===== src/rtl/carry_propagate_adder_seq_if.sv =====
// Handshake bundle between the compressor tree, the sequential carry-propagate
// adder and its consumer: operand pair in, resolved binary result out.
interface carry_propagate_adder_seq_if #(
  parameter int BIT_LEN = 20
);
  logic               in_valid;
  logic               in_ready;
  logic [BIT_LEN-1:0] C;
  logic [BIT_LEN-1:0] S;
  logic               out_valid;
  logic               out_ready;
  logic [BIT_LEN-1:0] sum;
  logic               carry_out;

  modport master (
    output in_valid, C, S, out_ready,
    input  in_ready, out_valid, sum, carry_out
  );

  modport slave (
    input  in_valid, C, S, out_ready,
    output in_ready, out_valid, sum, carry_out
  );
endinterface


===== src/rtl/carry_propagate_adder_seq.sv =====
// Sequential carry-propagate adder: resolves a carry-save C/S pair into binary,
// DIGIT_LEN bits per cycle through one narrow adder and a registered carry.
module carry_propagate_adder_seq #(
  parameter int BIT_LEN   = 20,
  parameter int DIGIT_LEN = 8
) (
  input  logic                        clk,
  input  logic                        rst_n,
  carry_propagate_adder_seq_if.slave  bus
);
  localparam int NUM_DIGITS = (BIT_LEN + DIGIT_LEN - 1) / DIGIT_LEN;
  localparam int PAD_LEN    = NUM_DIGITS * DIGIT_LEN;
  localparam int CNT_W      = (NUM_DIGITS > 1) ? $clog2(NUM_DIGITS) : 1;
  localparam logic [CNT_W-1:0] LAST_CNT = CNT_W'(NUM_DIGITS - 1);

  typedef enum logic [1:0] {
    IDLE = 2'd0,
    ADD  = 2'd1,
    DONE = 2'd2
  } state_t;

  state_t             state_r;
  logic [PAD_LEN-1:0] c_reg_r;
  logic [PAD_LEN-1:0] s_reg_r;
  logic [PAD_LEN-1:0] res_r;
  logic               carry_r;
  logic [CNT_W-1:0]   cnt_r;
  logic               out_valid_r;
  logic [BIT_LEN-1:0] sum_r;
  logic               carry_out_r;

  logic               in_ready_s;
  logic               accept_s;
  logic [PAD_LEN-1:0] c_pad_s;
  logic [PAD_LEN-1:0] s_pad_s;
  logic [DIGIT_LEN:0] dsum_s;
  logic [PAD_LEN-1:0] next_res_s;
  logic               final_co_s;

  assign in_ready_s = (state_r == IDLE) || ((state_r == DONE) && bus.out_ready);
  assign accept_s   = bus.in_valid && in_ready_s;

  // Zero-extend operands and form the current digit plus the shifted result.
  always_comb begin
    c_pad_s = '0;
    s_pad_s = '0;
    c_pad_s[BIT_LEN-1:0] = bus.C;
    s_pad_s[BIT_LEN-1:0] = bus.S;
    dsum_s = {1'b0, c_reg_r[DIGIT_LEN-1:0]}
           + {1'b0, s_reg_r[DIGIT_LEN-1:0]}
           + {{DIGIT_LEN{1'b0}}, carry_r};
    next_res_s = res_r >> DIGIT_LEN;
    next_res_s[PAD_LEN-1 -: DIGIT_LEN] = dsum_s[DIGIT_LEN-1:0];
  end

  // With padding, bit BIT_LEN of the result is the exact carry; without it, the last digit carry is.
  generate
    if (PAD_LEN > BIT_LEN) begin : g_pad_co
      assign final_co_s = next_res_s[BIT_LEN];
    end else begin : g_carry_co
      assign final_co_s = dsum_s[DIGIT_LEN];
    end
  endgenerate

  // Control FSM with datapath registers and registered outputs.
  always_ff @(posedge clk or negedge rst_n) begin
    if (!rst_n) begin
      state_r     <= IDLE;
      c_reg_r     <= '0;
      s_reg_r     <= '0;
      res_r       <= '0;
      carry_r     <= 1'b0;
      cnt_r       <= '0;
      out_valid_r <= 1'b0;
      sum_r       <= '0;
      carry_out_r <= 1'b0;
    end else begin
      case (state_r)
        IDLE: begin
          if (accept_s) begin
            c_reg_r <= c_pad_s;
            s_reg_r <= s_pad_s;
            carry_r <= 1'b0;
            cnt_r   <= '0;
            state_r <= ADD;
          end else begin
            state_r <= IDLE;
          end
        end
        ADD: begin
          c_reg_r <= c_reg_r >> DIGIT_LEN;
          s_reg_r <= s_reg_r >> DIGIT_LEN;
          res_r   <= next_res_s;
          carry_r <= dsum_s[DIGIT_LEN];
          cnt_r   <= cnt_r + CNT_W'(1);
          if (cnt_r == LAST_CNT) begin
            state_r     <= DONE;
            out_valid_r <= 1'b1;
            sum_r       <= next_res_s[BIT_LEN-1:0];
            carry_out_r <= final_co_s;
          end else begin
            state_r <= ADD;
          end
        end
        DONE: begin
          if (bus.out_ready) begin
            out_valid_r <= 1'b0;
            if (bus.in_valid) begin
              c_reg_r <= c_pad_s;
              s_reg_r <= s_pad_s;
              carry_r <= 1'b0;
              cnt_r   <= '0;
              state_r <= ADD;
            end else begin
              state_r <= IDLE;
            end
          end else begin
            state_r <= DONE;
          end
        end
        default: begin
          state_r     <= IDLE;
          out_valid_r <= 1'b0;
        end
      endcase
    end
  end

  assign bus.in_ready  = in_ready_s;
  assign bus.out_valid = out_valid_r;
  assign bus.sum       = sum_r;
  assign bus.carry_out = carry_out_r;
endmodule

===== src/flat_wrapper.sv =====
// flat-port wrapper written by rule: the top's interface ports become plain ports
module carry_propagate_adder_seq_flat 
#(
  parameter int BIT_LEN   = 20,
  parameter int DIGIT_LEN = 8
)
  (clk, rst_n, bus_in_valid, bus_C, bus_S, bus_out_ready, bus_in_ready, bus_out_valid, bus_sum, bus_carry_out);
  carry_propagate_adder_seq_if #(.BIT_LEN(BIT_LEN)) bus_i ();
  input  logic clk;
  input  logic rst_n;
  input wire logic [$bits(bus_i.in_valid)-1:0] bus_in_valid;
  input wire logic [$bits(bus_i.C)-1:0] bus_C;
  input wire logic [$bits(bus_i.S)-1:0] bus_S;
  input wire logic [$bits(bus_i.out_ready)-1:0] bus_out_ready;
  output wire logic [$bits(bus_i.in_ready)-1:0] bus_in_ready;
  output wire logic [$bits(bus_i.out_valid)-1:0] bus_out_valid;
  output wire logic [$bits(bus_i.sum)-1:0] bus_sum;
  output wire logic [$bits(bus_i.carry_out)-1:0] bus_carry_out;
  assign bus_i.in_valid = bus_in_valid;
  assign bus_i.C = bus_C;
  assign bus_i.S = bus_S;
  assign bus_i.out_ready = bus_out_ready;
  assign bus_in_ready = bus_i.in_ready;
  assign bus_out_valid = bus_i.out_valid;
  assign bus_sum = bus_i.sum;
  assign bus_carry_out = bus_i.carry_out;
  carry_propagate_adder_seq #(.BIT_LEN(BIT_LEN), .DIGIT_LEN(DIGIT_LEN)) u_core (.clk(clk), .rst_n(rst_n), .bus(bus_i));
endmodule

===== config.mk =====
export PLATFORM = sky130hd
export DESIGN_NAME = carry_propagate_adder_seq_flat
export DESIGN_NICKNAME = d
export VERILOG_FILES = /design/src/rtl/carry_propagate_adder_seq_if.sv /design/src/rtl/carry_propagate_adder_seq.sv /design/src/flat_wrapper.sv
export SDC_FILE = /design/constraint.sdc
export NUM_CORES = 1
export LEC_CHECK = 0
export CORE_AREA = 2 2 83 85
export CTS_BUF_LIST = sky130_fd_sc_hd__clkbuf_8
export DETAILED_ROUTE_END_ITERATION = 10
export DIE_AREA = 0 0 85 87
export GPL_ROUTABILITY_DRIVEN = 0
export PLACE_DENSITY_LB_ADDON = 0.15
export SLEW_MARGIN = 5
export SYNTH_ARGS = -nofsm -noshare
export SYNTH_HDL_FRONTEND = slang
export SYNTH_SLANG_ARGS = --single-unit

===== constraint.sdc =====
create_clock -name clk -period 4.9 [get_ports clk]
set_input_delay 0.98 -clock clk [delete_from_list [all_inputs] [get_ports clk]]
set_output_delay 0.98 -clock clk [all_outputs]
set_load 0.05 [all_outputs]

==> results of run 1 <==
-- per-layer routing --
| metal | global-route usage (%) | wire (um) | vias to the layer above |
|---|---|---|---|
| met5 | 0 | 0 | - |
| met4 | 10.4 | 160 | 0 |
| met3 | 4.45 | 305 | 13 |
| met2 | 33.5 | 3360 | 66 |
| met1 | 27.2 | 3380 | 1329 |
| li1 | - | - | 1402 |
-- flip-flops by register name (all words and copies together), names as in the netlist --
| register | flops |
|---|---|
| u_core.res_r | 16 |
| u_core.carry_r | 1 |
| u_core.state_r | 2 |
| u_core.cnt_r | 2 |
| u_core.s_reg_r | 20 |
| u_core.c_reg_r | 20 |
| u_core.bus.sum | 20 |
| u_core.bus.carry_out | 1 |
| u_core.bus.out_valid | 1 |
-- area by class of cell --
cell class,instances,share of cell area [%]
inverter,2,0.163
timing repair buffer,70,14.9
clock inverter,5,0.624
sequential,83,45.0
tap,80,2.17
multi-input combinational,270,33.8
clock buffer,11,3.28
-- path summary, 6_finish.rpt --
check / endpoint / slack, ps / cells after the start
min in group asynchronous: u_core.bus.sum[9]$_DFFE_PN0P_ / 770 / 1
max: bus_in_ready / 1370 / 4
max reg2reg: u_core.res_r[22]$_DFFE_PN0P_ / 2660 / 6
min reg2reg: u_core.res_r[15]$_DFFE_PN0P_ / 480 / 2
min: u_core.res_r[15]$_DFFE_PN0P_ / 480 / 2
max in group asynchronous: u_core.s_reg_r[11]$_DFFE_PN0P_ / 3420 / 1
-- logic make-up after synthesis --
kind of cell	Yosys count	synth area share, %
and+or+nand+nor	164	18.1
DFF	83	55.2
AOI/OAI and AO/OA	74	11.9
buffers and inverters	25	3.39
muxes	19	6.98
adders and majority gates	10	3.72
xor gates and xnor gates	3	0.698
-- power breakdown --
part	total (mW)	switching [mW]	leakage (nW)	internal (mW)
logic	1.87	1.12	1.01	0.748
clock network	0.446	0.238	0.0925	0.208
registers	1.22	0.202	1.04	1.02
total	3.53	1.56	2.14	1.97
-- layout by cell type (no fill, tap or decap), drive strengths merged, types with 5 or more instances in the layout --
| cell | n |
|---|---|
| dfrtp | 83 |
| nor2 | 25 |
| clkbuf | 11 |
| a21oi | 20 |
| clkdlybuf4s50 | 65 |
| mux2 | 19 |
| nand3 | 6 |
| buf | 5 |
| o21ai | 14 |
| nand2 | 119 |
| a31oi | 25 |
| ha | 8 |
| a211oi | 5 |
-- per-stage QoR --
stage	cells	setup slack [ps]	utilization [%]	hold slack, ps
6_report	521	1370	70.2	483
5_1_grt	521	1310	70.2	504
4_1_cts	521	1370	70.2	483
3_5_place_dp	505	1380	67.5	464
3_3_place_gp	505	1410	67.5	457
2_1_floorplan	378	2390	-	442
-- worst max-delay path: stages --
cell,delay (ps)
clkdlybuf4s50_1,470
nand2b_1,160
and2_1,140
clkdlybuf4s50_1,800
==> summary.txt, run 1 <==
Average wire per cell in the routed design: 13.8 um
Syn nets: 432
Fin Setup TNS: 0 ps
Total via count after detailed routing: 2810
Remaining global-route overflow: 0
Residual antenna-violating net count after detailed routing: 0
Hold Path Class: reg2reg
Synth top cells by count: 118 x nand2_1, 83 x dfrtp_1, 25 x a31oi_1, 25 x nor2_1, 20 x a21oi_1
Global-route wire length before repair: 12300 um
Final worst path period share: 72.0%
Total of hold buffers inserted after clock tree synthesis: 0
Transition time of the tightest slew-check pin: 1030 ps
Iteration-0 DRC count of the detailed router: 147
Clock insertion delay at the later pin of the skew report: 350 ps
Number of placement rows: 30
Max Root-Sink Buffers: 2
Cell area after technology mapping: 3760 um^2
Antenna violations before repair: 0
FF+latch count, synth: 83
Setup crit start: bus_out_ready
P per Cell Area: 766 nW/um^2
Status: finished, final reports clean
Post-synthesis sequential area ratio: 55.2%
Total Routed Length: 7200 um
Post-synth top flop: dfrtp_1
Final max-slew violation count: 0
Layout cells sized above 1: 9.30%
Pin count of the biggest net entering global routing: 84
Crit path kind: in2out
Distinct cell type count after synthesis: 38
Overall power: 3.53 mW
Area of the die: 7400 um^2
Count of fill cells added during filler insertion: 524
Nets: 490
Launch point of the worst hold path: u_core.res_r[15]$_DFFE_PN0P_
Yosys warnings: 0
Cell chosen for the clock root: clkbuf_8
Data required time of the worst path: 3920 ps
Biggest area consumer among synthesized cells: dfrtp_1
Syn Area/Cell: 9.95 um^2
Startpoint kind of the worst setup timing path: input pin
Post-Place Cell Area: 4430 um^2
Area share of the largest cell type after synthesis: 55.2%
Initial core utilization: 57.3%
Synth area leaders: dfrtp_1 55%, nand2_1 12%, mux2_4 5.2%
Kind of end point of the critical path: output pin
# DRC: 0
Critical R2R Launch: u_core.s_reg_r[0]$_DFFE_PN0P_
Total routing resource utilization after global routing: 20.9%
Final setup viols: 0
Number of input and output port buffers inserted: 66
Leakage power of the design: 2.14 nW
Clock sinks: 83
Most numerous cell in the Yosys netlist: nand2_1
Footprint of the multi-input gates: 1560 um^2
EDFF count, synth: 0
Number of hold-slack violations in the final timing report: 0
Sequential cell area in the final layout: 2080 um^2
Maximum vdd ir drop: 0.000454 V
Worst relative slew slack: 31.2%
Half-perimeter wire length of the detailed placement result: 4710 um
Number of H-tree levels: 3
Syn Inst Count: 378
Max-Cap Viols: 0
DRT Pass-1 Iters: 4
Min cycle time layout: 3530 ps
Count of inserted antenna diode cells: 0
Clock-pin transition on the worst setup and hold timing paths: 70 ps
Area delta synth->final: 22.6%
RSZ-0062 raised after global routing: no
Post-synth ARST share: 100%
Standard cell core area: 6570 um^2
Vertical die dimension: 87 um
Top fanout value on the critical path: 4
Total setup buffers inserted after CTS: 0
CTS resizes: 0
Signal arrival time at the worst endpoint: 2550 ps
Via count normalized by instance count: 5.39
Final design instance area without fill: 4610 um^2
CTS tree: built
Number of top-level design ports: 67
Number of buffers created by CTS: 9
Die width: 85 um
Via count of the first global-routing pass: 2676
Highest clock frequency the design can meet: 283 MHz
Clk_skew: 9.47 ps
(Power assumes the default switching activity.)
==> run 2, diff against run 1 <==
--- a/config.mk
+++ b/config.mk
@@ -5,10 +5,10 @@
 export SDC_FILE = /design/constraint.sdc
 export NUM_CORES = 1
 export LEC_CHECK = 0
-export CORE_AREA = 2 2 83 85
+export CORE_AREA = 2 2 87 89
 export CTS_BUF_LIST = sky130_fd_sc_hd__clkbuf_8
 export DETAILED_ROUTE_END_ITERATION = 10
-export DIE_AREA = 0 0 85 87
+export DIE_AREA = 0 0 89 91
 export GPL_ROUTABILITY_DRIVEN = 0
 export PLACE_DENSITY_LB_ADDON = 0.15
 export SLEW_MARGIN = 5
==> constraint.sdc (replaced) <==
create_clock -name clk -period 3.7 [get_ports clk]
set_input_delay 0.74 -clock clk [delete_from_list [all_inputs] [get_ports clk]]
set_output_delay 0.74 -clock clk [all_outputs]
set_load 0.05 [all_outputs]
==> run 2 against run 1 <==
  * Wire length increased by 0.43%
  * Non-clock buffer count unchanged
  * Clock-buffer cell count decreased by 1
  * Sequential power increased by 32%
  * Utilization decreased by 5.1 points
  * Via count increased by 0.93%
  * Worst setup slack got worse by 740 ps
  * Critical path type unchanged
  * Sequential cell count unchanged
  * Total power increased by 33%
  * Critical endpoint unchanged
  * Critical path depth unchanged
  * Global-route usage decreased by 1.6 points
==> summary.txt, run 2 (synthesis results as in run 1) <==
Maximum vdd ir drop: 0.000443 V (-2.3%)
Status: finished, final reports clean
Number of instances on the worst hold path: 2 (unchanged)
Global-route wire length before repair: 12400 um (+1.2%)
Pin count of the biggest net entering global routing: 84 (unchanged)
Remaining global-route overflow: 0 (unchanged)
Reg-to-reg slack, setup: 1490 ps (-1170 ps)
Fin Setup TNS: 0 ps (unchanged)
P per Cell Area: 1010 nW/um^2 (+32%)
Leakage power of the design: 2.15 nW (+0.44%)
Total setup buffers inserted after CTS: 0 (unchanged)
Crit path kind: in2out
DRT Pass-1 Iters: 5 (+1)
Cell family contributing the most delay on the critical path: buffers and inverters
Non-filler cells, final: 539 (+3.5%)
Worst relative slew slack: 33.4% (+2.2 points)
Half-perimeter wire length of the detailed placement result: 4840 um (+2.7%)
Worst r2r path cells: 6 (unchanged)
Hold Path Class: reg2reg
Critical R2R Launch: u_core.carry_r$_DFFE_PN0P_
Launch point of the worst hold path: u_core.res_r[13]$_DFFE_PN0P_
Total of hold buffers inserted after clock tree synthesis: 0 (unchanged)
Number of input and output port buffers inserted: 66 (unchanged)
Post-placement cell count: 524 (+3.8%)
Data required time of the worst path: 2960 ps (-960 ps)
Number of buffers created by CTS: 9 (unchanged)
Highest clock frequency the design can meet: 326 MHz
Total routing resource utilization after global routing: 19.3% (-1.6 points)
Kind of end point of the critical path: output pin
Initial core utilization: 52.7% (-4.6 points)
Die width: 89 um (+4.7%)
Final worst path period share: 82.9%
Iteration-0 DRC count of the detailed router: 207 (+41%)
Cell chosen for the clock root: clkbuf_8
Commonest cells after routing, fill and taps aside: 118 x nand2_1, 83 x dfrtp_1, 65 x clkdlybuf4s50_1
Number of hold-slack violations in the final timing report: 0 (unchanged)
Most common cell after layout, fill and taps aside: nand2_1
Average wire per cell in the routed design: 13.4 um (-2.9%)
Top fanout value on the critical path: 4 (unchanged)
Min cycle time layout: 3070 ps
Area delta synth->final: 23.5%
Count of inserted antenna diode cells: 0 (unchanged)
Nets: 490 (unchanged)
Antenna violations before repair: 0 (unchanged)
Signal arrival time at the worst endpoint: 2330 ps (-220 ps)
Hold-critical path endpoint: u_core.res_r[13]$_DFFE_PN0P_
Via count of the first global-routing pass: 2744 (+2.5%)
Clock sinks: 83 (unchanged)
Standard cell core area: 7140 um^2 (+8.6%)
Max Root-Sink Buffers: 2 (unchanged)
Slowest cell on the critical path: clkdlybuf4s50_1
Max-Cap Viols: 0 (unchanged)
Clk_skew: 6.92 ps (-2.56 ps)
Startpoint kind of the worst setup timing path: input pin
Critical Path Most Common Cell: clkdlybuf4s50_1
Clock insertion delay at the later pin of the skew report: 350 ps (about the same)
CTS tree: built
Critical path, cell by cell: clkdlybuf4s50_1, nand2b_1, and2_1, clkdlybuf4s50_1
Reg-to-reg endpoint: u_core.res_r[22]$_DFFE_PN0P_
Number of top-level design ports: 67 (unchanged)
Total Routed Length: 7230 um (+0.43%)
Worst stage delay on the critical path: 800 ps (about the same)
Total via count after detailed routing: 2836 (+0.93%)
# DRC: 0 (unchanged)
CTS resizes: 0 (unchanged)
Residual antenna-violating net count after detailed routing: 0 (unchanged)
Via count normalized by instance count: 5.26 (-2.4%)
Buf/Inv on CP: 2 (unchanged)
Number of H-tree levels: 3 (unchanged)
Layout cells sized above 1: 9.32% (+0.021 points)
Clock-pin transition on the worst setup and hold timing paths: 70 ps (about the same)
Number of placement rows: 31 (+3.3%)
Final max-slew violation count: 0 (unchanged)
Vertical die dimension: 91 um (+4.6%)
Area of the die: 8100 um^2 (+9.5%)
RSZ-0062 raised after global routing: no
Transition time of the tightest slew-check pin: 999 ps (-32.6 ps)
Final setup viols: 0 (unchanged)
-- run 2: changes by cell type in the layout (fill, tap and decap cells not counted) --
cell / previous run / this run
clkinv_4: 0 / 1
clkinv_2: 2 / 3
inv_1: 3 / 2
clkbuf_8: 11 / 10
bufinv_16: 0 / 1
clkinvlp_4: 2 / 0
-- run 2: how the worst max path moves through the flow --
stage / startpoint / to / cells after the start
finish: bus_out_ready / bus_in_ready / 4
global route: bus_out_ready / bus_in_ready / 4
CTS: bus_out_ready / bus_in_ready / 4
detailed placement: bus_out_ready / bus_in_ready / 4
global placement: bus_out_ready / bus_in_ready / 4
floorplan: u_core.carry_r$_DFFE_PN0P_ / u_core.res_r[22]$_DFFE_PN0P_ / 6
-- run 2: area by class of cell --
type / count / area [um^2]
Fill cell: 628 / 2490
Sequential cell: 83 / 2080
Multi-Input combinational cell: 270 / 1560
Timing Repair Buffer: 70 / 688
Clock buffer: 10 / 138
Tap cell: 99 / 124
Clock inverter: 5 / 53.8
Inverter: 2 / 7.51
-- run 2: worst register-to-register path, cell delays in order (launching register included) --
cell and delay, ps:
dfrtp_1 400, fa_1 490, fa_1 440, a211oi_1 230, o21bai_1 150, mux2_2 240
o2111ai_1 120
-- run 2: per-stage QoR --
step | setup WS, ps | cell area, um^2 | hold WS (ps) | total power, mW | utilization [%]
2_1_floorplan | 1660 | 3760 | 442 | 3.48 | -
3_3_place_gp | 691 | 4460 | 459 | 4.02 | 62.4
3_5_place_dp | 648 | 4460 | 464 | 4.10 | 62.4
4_1_cts | 643 | 4650 | 483 | 4.74 | 65.1
5_1_grt | 598 | 4650 | 512 | 5.10 | 65.1
6_report | 633 | 4650 | 479 | 4.70 | 65.1
-- run 2: per-layer routing --
metal	GRT usage, %	part of all wire, %
met5	0	0
met3	4.91	4.7
met4	4.73	1.1
met2	31.1	46
met1	26.3	48
-- run 2: power breakdown --
group          internal, mW  switching [mW]
Clock                 0.324           0.308
Combinational         0.989            1.47
Sequential             1.35           0.261
